==> src/rtl/bsg_fifo_rolly_replay_tx.sv <==
// bsg_fifo_rolly_replay_tx
//   Go-back-N link transmitter on the read side of a rollback (rolly) FIFO.
//   Words are dequeued onto the link and remain in the FIFO until the far
//   end acknowledges them (single or cumulative). A nack or a response
//   timeout rewinds the FIFO read pointer to its checkpoint so that every
//   unacknowledged word is re-sent. Too many rollbacks without progress
//   park the block in a sticky ERROR state.
//
// Ports
//   clk_i, reset_n_i          clock, async active-low reset
//   fifo_data_i/fifo_v_i      FIFO read data / valid
//   fifo_yumi_o               dequeue strobe (advances FIFO rptr)
//   fifo_incr_o               advance FIFO checkpoint by one word
//   fifo_ack_o                advance FIFO checkpoint to rptr
//   fifo_rollback_o           rewind FIFO rptr to checkpoint
//   link_data_o/link_v_o      word and valid to the link
//   link_ready_i              link ready
//   resp_v_i/resp_type_i      response: 0 single ack, 1 cumulative ack,
//                             2 nack, 3 reserved
//   outstanding_o             unacknowledged word count
//   error_o                   sticky retry-exhaustion flag
//   proto_err_o               one-cycle pulse on an illegal response
module bsg_fifo_rolly_replay_tx #(
  parameter int width_p       = 8,
  parameter int lg_size_p     = 3,
  parameter int window_p      = (1 << lg_size_p),
  parameter int timeout_p     = 64,
  parameter int max_retries_p = 8
) (
  input  logic                 clk_i,
  input  logic                 reset_n_i,
  input  logic [width_p-1:0]   fifo_data_i,
  input  logic                 fifo_v_i,
  output logic                 fifo_yumi_o,
  output logic                 fifo_incr_o,
  output logic                 fifo_ack_o,
  output logic                 fifo_rollback_o,
  output logic [width_p-1:0]   link_data_o,
  output logic                 link_v_o,
  input  logic                 link_ready_i,
  input  logic                 resp_v_i,
  input  logic [1:0]           resp_type_i,
  output logic [lg_size_p:0]   outstanding_o,
  output logic                 error_o,
  output logic                 proto_err_o
);

  localparam int cnt_w = lg_size_p + 1;
  localparam int tmr_w = $clog2(timeout_p + 1);
  localparam int rty_w = $clog2(max_retries_p + 1);

  localparam logic [cnt_w-1:0] window_lp      = cnt_w'(window_p);
  localparam logic [tmr_w-1:0] timeout_lp     = tmr_w'(timeout_p);
  localparam logic [rty_w-1:0] max_retries_lp = rty_w'(max_retries_p);

  typedef enum logic {ST_SEND, ST_ERROR} state_e;

  state_e             state_q, state_d;
  logic [cnt_w-1:0]   outstanding_q, outstanding_d;
  logic [tmr_w-1:0]   timer_q, timer_d;
  logic [rty_w-1:0]   retry_q, retry_d;

  logic link_v, yumi, incr, ack, rollback, proto_err;

  always_ff @(posedge clk_i or negedge reset_n_i) begin
    if (!reset_n_i) begin
      state_q       <= ST_SEND;
      outstanding_q <= '0;
      timer_q       <= '0;
      retry_q       <= '0;
    end else begin
      state_q       <= state_d;
      outstanding_q <= outstanding_d;
      timer_q       <= timer_d;
      retry_q       <= retry_d;
    end
  end

  always_comb begin
    state_d       = state_q;
    outstanding_d = outstanding_q;
    timer_d       = timer_q;
    retry_d       = retry_q;
    link_v        = 1'b0;
    yumi          = 1'b0;
    incr          = 1'b0;
    ack           = 1'b0;
    rollback      = 1'b0;
    proto_err     = 1'b0;

    // Combinational outputs are gated by reset so every output reads 0
    // while reset is held, independent of what the FIFO presents.
    if (reset_n_i && state_q == ST_SEND) begin
      // At most one FIFO checkpoint control per cycle; a response always
      // wins over a coincident timeout.
      if (resp_v_i) begin
        unique case (resp_type_i)
          2'b00: begin
            if (outstanding_q != '0) incr      = 1'b1;
            else                     proto_err = 1'b1;
          end
          2'b01:   ack       = 1'b1;
          2'b10:   rollback  = 1'b1;
          default: proto_err = 1'b1;
        endcase
      end else if (outstanding_q != '0 && timer_q == timeout_lp) begin
        rollback = 1'b1;
      end

      // Valid drops in a rollback cycle: the FIFO rptr is rewinding, so the
      // presented word is not the one that will be re-sent first.
      link_v = fifo_v_i && (outstanding_q < window_lp) && !rollback;
      yumi   = link_v && link_ready_i;

      if (rollback)  outstanding_d = '0;
      else if (ack)  outstanding_d = cnt_w'(yumi);
      else           outstanding_d = outstanding_q + cnt_w'(yumi) - cnt_w'(incr);

      // Timer counts full response-free cycles with words in flight; the
      // cycle that clears it is not counted.
      if (incr || ack || rollback || outstanding_q == '0) timer_d = '0;
      else if (timer_q != timeout_lp)                      timer_d = timer_q + tmr_w'(1);

      if (incr || ack) begin
        retry_d = '0;
      end else if (rollback) begin
        retry_d = retry_q + rty_w'(1);
        if (retry_d == max_retries_lp) state_d = ST_ERROR;
      end
    end
  end

  assign link_data_o     = fifo_data_i;
  assign link_v_o        = link_v;
  assign fifo_yumi_o     = yumi;
  assign fifo_incr_o     = incr;
  assign fifo_ack_o      = ack;
  assign fifo_rollback_o = rollback;
  assign proto_err_o     = proto_err;
  assign outstanding_o   = outstanding_q;
  assign error_o         = (state_q == ST_ERROR);

endmodule

==> config.mk <==
export PLATFORM = sky130hd
export DESIGN_NAME = bsg_fifo_rolly_replay_tx
export DESIGN_NICKNAME = d
export VERILOG_FILES = /design/src/rtl/bsg_fifo_rolly_replay_tx.sv
export SDC_FILE = /design/constraint.sdc
export NUM_CORES = 1
export LEC_CHECK = 0
export BUFFER_PORTS_ARGS = -buffer_cell sky130_fd_sc_hd__buf_2
export CAP_MARGIN = 20
export CORE_ASPECT_RATIO = 1.25
export CORE_MARGIN = 2
export CORE_UTILIZATION = 31
export CTS_CLUSTER_SIZE = 30
export DETAILED_ROUTE_END_ITERATION = 6
export PLACE_DENSITY = 0.5
export SYNTH_ARGS = -nofsm -noshare
export SYNTH_HDL_FRONTEND = slang
export SYNTH_SLANG_ARGS = --single-unit
==> constraint.sdc <==
create_clock -name clk_i -period 2.9 [get_ports clk_i]
set_clock_uncertainty 0.15 [all_clocks]
set_input_delay 0.725 -clock clk_i [delete_from_list [all_inputs] [get_ports clk_i]]
set_output_delay 0.725 -clock clk_i [all_outputs]
set_load 0.01 [all_outputs]
==> qor.yml <==
run_status:
  status: "finished, final reports clean"
critical_path:
  path_class: "register to primary output"
  crit_required_ns: 2.03
  reg2reg_depth: 10
  critPathMaxFanout: 4
  start_kind: "register"
  arrival_ns: 1.95
  critPathCaptureType: "primary output"
routing:
  vias: 1050
  drt-initial-drc-count: 19
  post_drt_via_cell_ratio: 4.82
  drc: 0
  antenna_left: 0
  wirelength_mm: 2.76
  drt-pass1-iter-count: 4
  drt-wirelength-per-cell_microns: 12.7
timing:
  maxSlewHeadroom: 0.668
  tightest_slew_ns: 0.497
  drv_slew: 0
  rsz0062_at_grt: "false"
  hold_viol_final: 0
  period_share: 0.974
  worst_slack_ns: 0.0740
  setup_tns_ns: 0
  fin_hold_ws_ns: 0.279
  finalSetupViolCount: 0
  clock.fmax_mhz: 354
  fin_crit_ns: 2.83
clock_network:
  cts.sinks: 16
  htreeDepth: 1
  cts_max_path_buffers: 2
  cts_tree: "built"
  root_buffer: "clkbuf_8"
  clk_pin_slew_worst_paths_ns: 0.07
  numCtsBuffers: 3
  worstSkewPairLatency_ns: 0.25
power:
  vdd_drop_max_mv: 0.233
  p_clk_frac: 0.190
  powerDensity_nw_per_um2: 689
  p_total_mw: 1.05
  p_sw_frac: 0.375
  intPower_uw: 660
  pwr-share-seq: 0.321
  combinationalPowerShare: 0.489
  power_leakage_nw: 0.718
  p_sw_uw: 395
layout:
  fillCellCount: 419
  fin_nets: 191
  drive_above_1_share: 0.272
  antennaDiodeCount: 0
  design_area_sq_um: 1530
  fin_cells: 218
  fin_util: 0.382
  layout-area-overhead-vs-synth_pct: 20.9
global_route:
  grt_pass1_wl_mm: 4.64
  overflow: 0
  grt_pass1_vias: 1036
  grt.total_usage: 0.133
  antenna_found_initial: 0
  grt_max_degree: 20
die:
  die_h_microns: 75.5
  std_cell_rows: 26
  core_sq_um: 4000
  start_util: 0.316
  die_w_microns: 61.2
  die_area_sq_um: 4620
  num_io_pins: 34
min_path:
  hold_path.class: "input port to asynchronous set/reset pin"
yosys:
  syn_area_sq_um: 1270
  synth_area_leaders: "dfrtp_1, ha_1, xnor2_1"
  synthDistinctLibCells: 42
  synth_seq_cells: 16
  ys_warn_count: 0
  yosysTopAreaCell: "dfrtp_1"
  synth_top_area_share: 0.316
  syn_inst: 139
  yosysSeqAreaShare: 0.316
  syn_nets: 167
  syn_avg_cell_area_sq_um: 9.11
placement:
  port_buffers: 17
  dp_slack_ns: -0.0164
  dpl-instance-area_sq_um: 1430
  place_hpwl_mm: 2.14
  gp_congestion: 0.824
  place_inst: 211
run:
  drv_cap: 0
cell usage in the layout, fill, tap and decap left out, drive strengths merged, types with 2 or more instances in the layout:
master and instances:
buf 30, dfrtp 16, nor2 13, inv 12, nand2 12, ha 12, xnor2 10, and3 5
nand3 5, clkbuf 4, o21ai 4, a21oi 4, nor3 3, a31oi 3, or3b 2, nand2b 2
mux2i 2, o22ai 2, nor3b 2, or4b 2
layout make-up:
| class | instances | area (sq um) | share of cell area |
|---|---|---|---|
| inverter | 12 | 45.0 | 0.0294 |
| sequential | 16 | 400 | 0.262 |
| multi-input combinational | 100 | 777 | 0.508 |
| timing repair buffer | 30 | 183 | 0.119 |
| clock buffer | 4 | 55.1 | 0.0360 |
| tap | 56 | 70.1 | 0.0458 |
critical path: stages, from the launching register on:
cell and delay (ns):
dfrtp_1 0.40, inv_1 0.10, ha_4 0.15, or3b_4 0.39
o31a_1 0.34, and4_1 0.20, buf_2 0.13
Yosys cell counts, drive strengths merged:
cell    count
a41o        1
a21o        1
o21a        1
and4        1
nor3        3
o21ai       4
a21oi       4
ha         12
mux2i       2
nor2b       1
fa          1
or4b        2
nor3b       2
o31ai       1
a311oi      1
nand2b      2
xnor2      10
a221o       1
inv        12
o22ai       2
or2         1
or3b        2
nor4b       1
nor2       13
buf         8
nand3       5
and3        5
o221ai      1
nand2      12
a31oi       3
a22o        1
clkbuf      3
o31a        1
a41oi       1
nand3b      1
nor4        1
dfrtp      16
logic make-up (layout without fill, tap and decap cells):
family / after synthesis / count (layout) / synth area share
xor gates and xnor gates: 10 / 10 / 0.0692
DFF: 16 / 16 / 0.316
buffers and inverters: 23 / 46 / 0.0919
muxes: 2 / 2 / 0.0158
and+or+nand+nor: 52 / 52 / 0.228
AOI/OAI and AO/OA: 23 / 23 / 0.144
adders and majority gates: 13 / 13 / 0.134
registers in the layout, summed over array words and instances, names as in the netlist:
register,flops
outstanding_o,4
error_o,1
retry_q,4
timer_q,7
power groups by stage:
stage / clock network [mW] / logic, mW / registers (mW)
detailed placement: 0 / 0.438 / 0.344
global placement: 0 / 0.430 / 0.342
finish: 0.200 / 0.516 / 0.338
global route: 0.216 / 0.596 / 0.345
CTS: 0.207 / 0.443 / 0.340
floorplan: 0 / 0.325 / 0.344
repair_timing:
item	CTS	global route
setup endpoints to repair	0	6
buffers inserted	0	3
hold buffers	0	0
resized for setup	0	5
final timing paths:
path                       startpoint                to  slack (ns)
max in group asynchronous   reset_n_i        timer_q[5]        2.11
hold / removal              reset_n_i  outstanding_o[0]        0.28
setup reg to reg           timer_q[0]  outstanding_o[1]        0.18
setup / recovery           timer_q[0]          link_v_o        0.07
min in group clk_i         retry_q[3]        retry_q[3]        0.36
hold reg to reg            retry_q[3]        retry_q[3]        0.36
layer usage:
| layer | wire (microns) | vias up | global-route usage |
|---|---|---|---|
| met4 | 48 | 0 | 0.0531 |
| li1 | - | 521 | - |
| met2 | 1420 | 26 | 0.230 |
| met3 | 120 | 5 | 0.0221 |
| met5 | 0 | - | 0 |
| met1 | 1180 | 498 | 0.160 |
(Power assumes the default switching activity.)
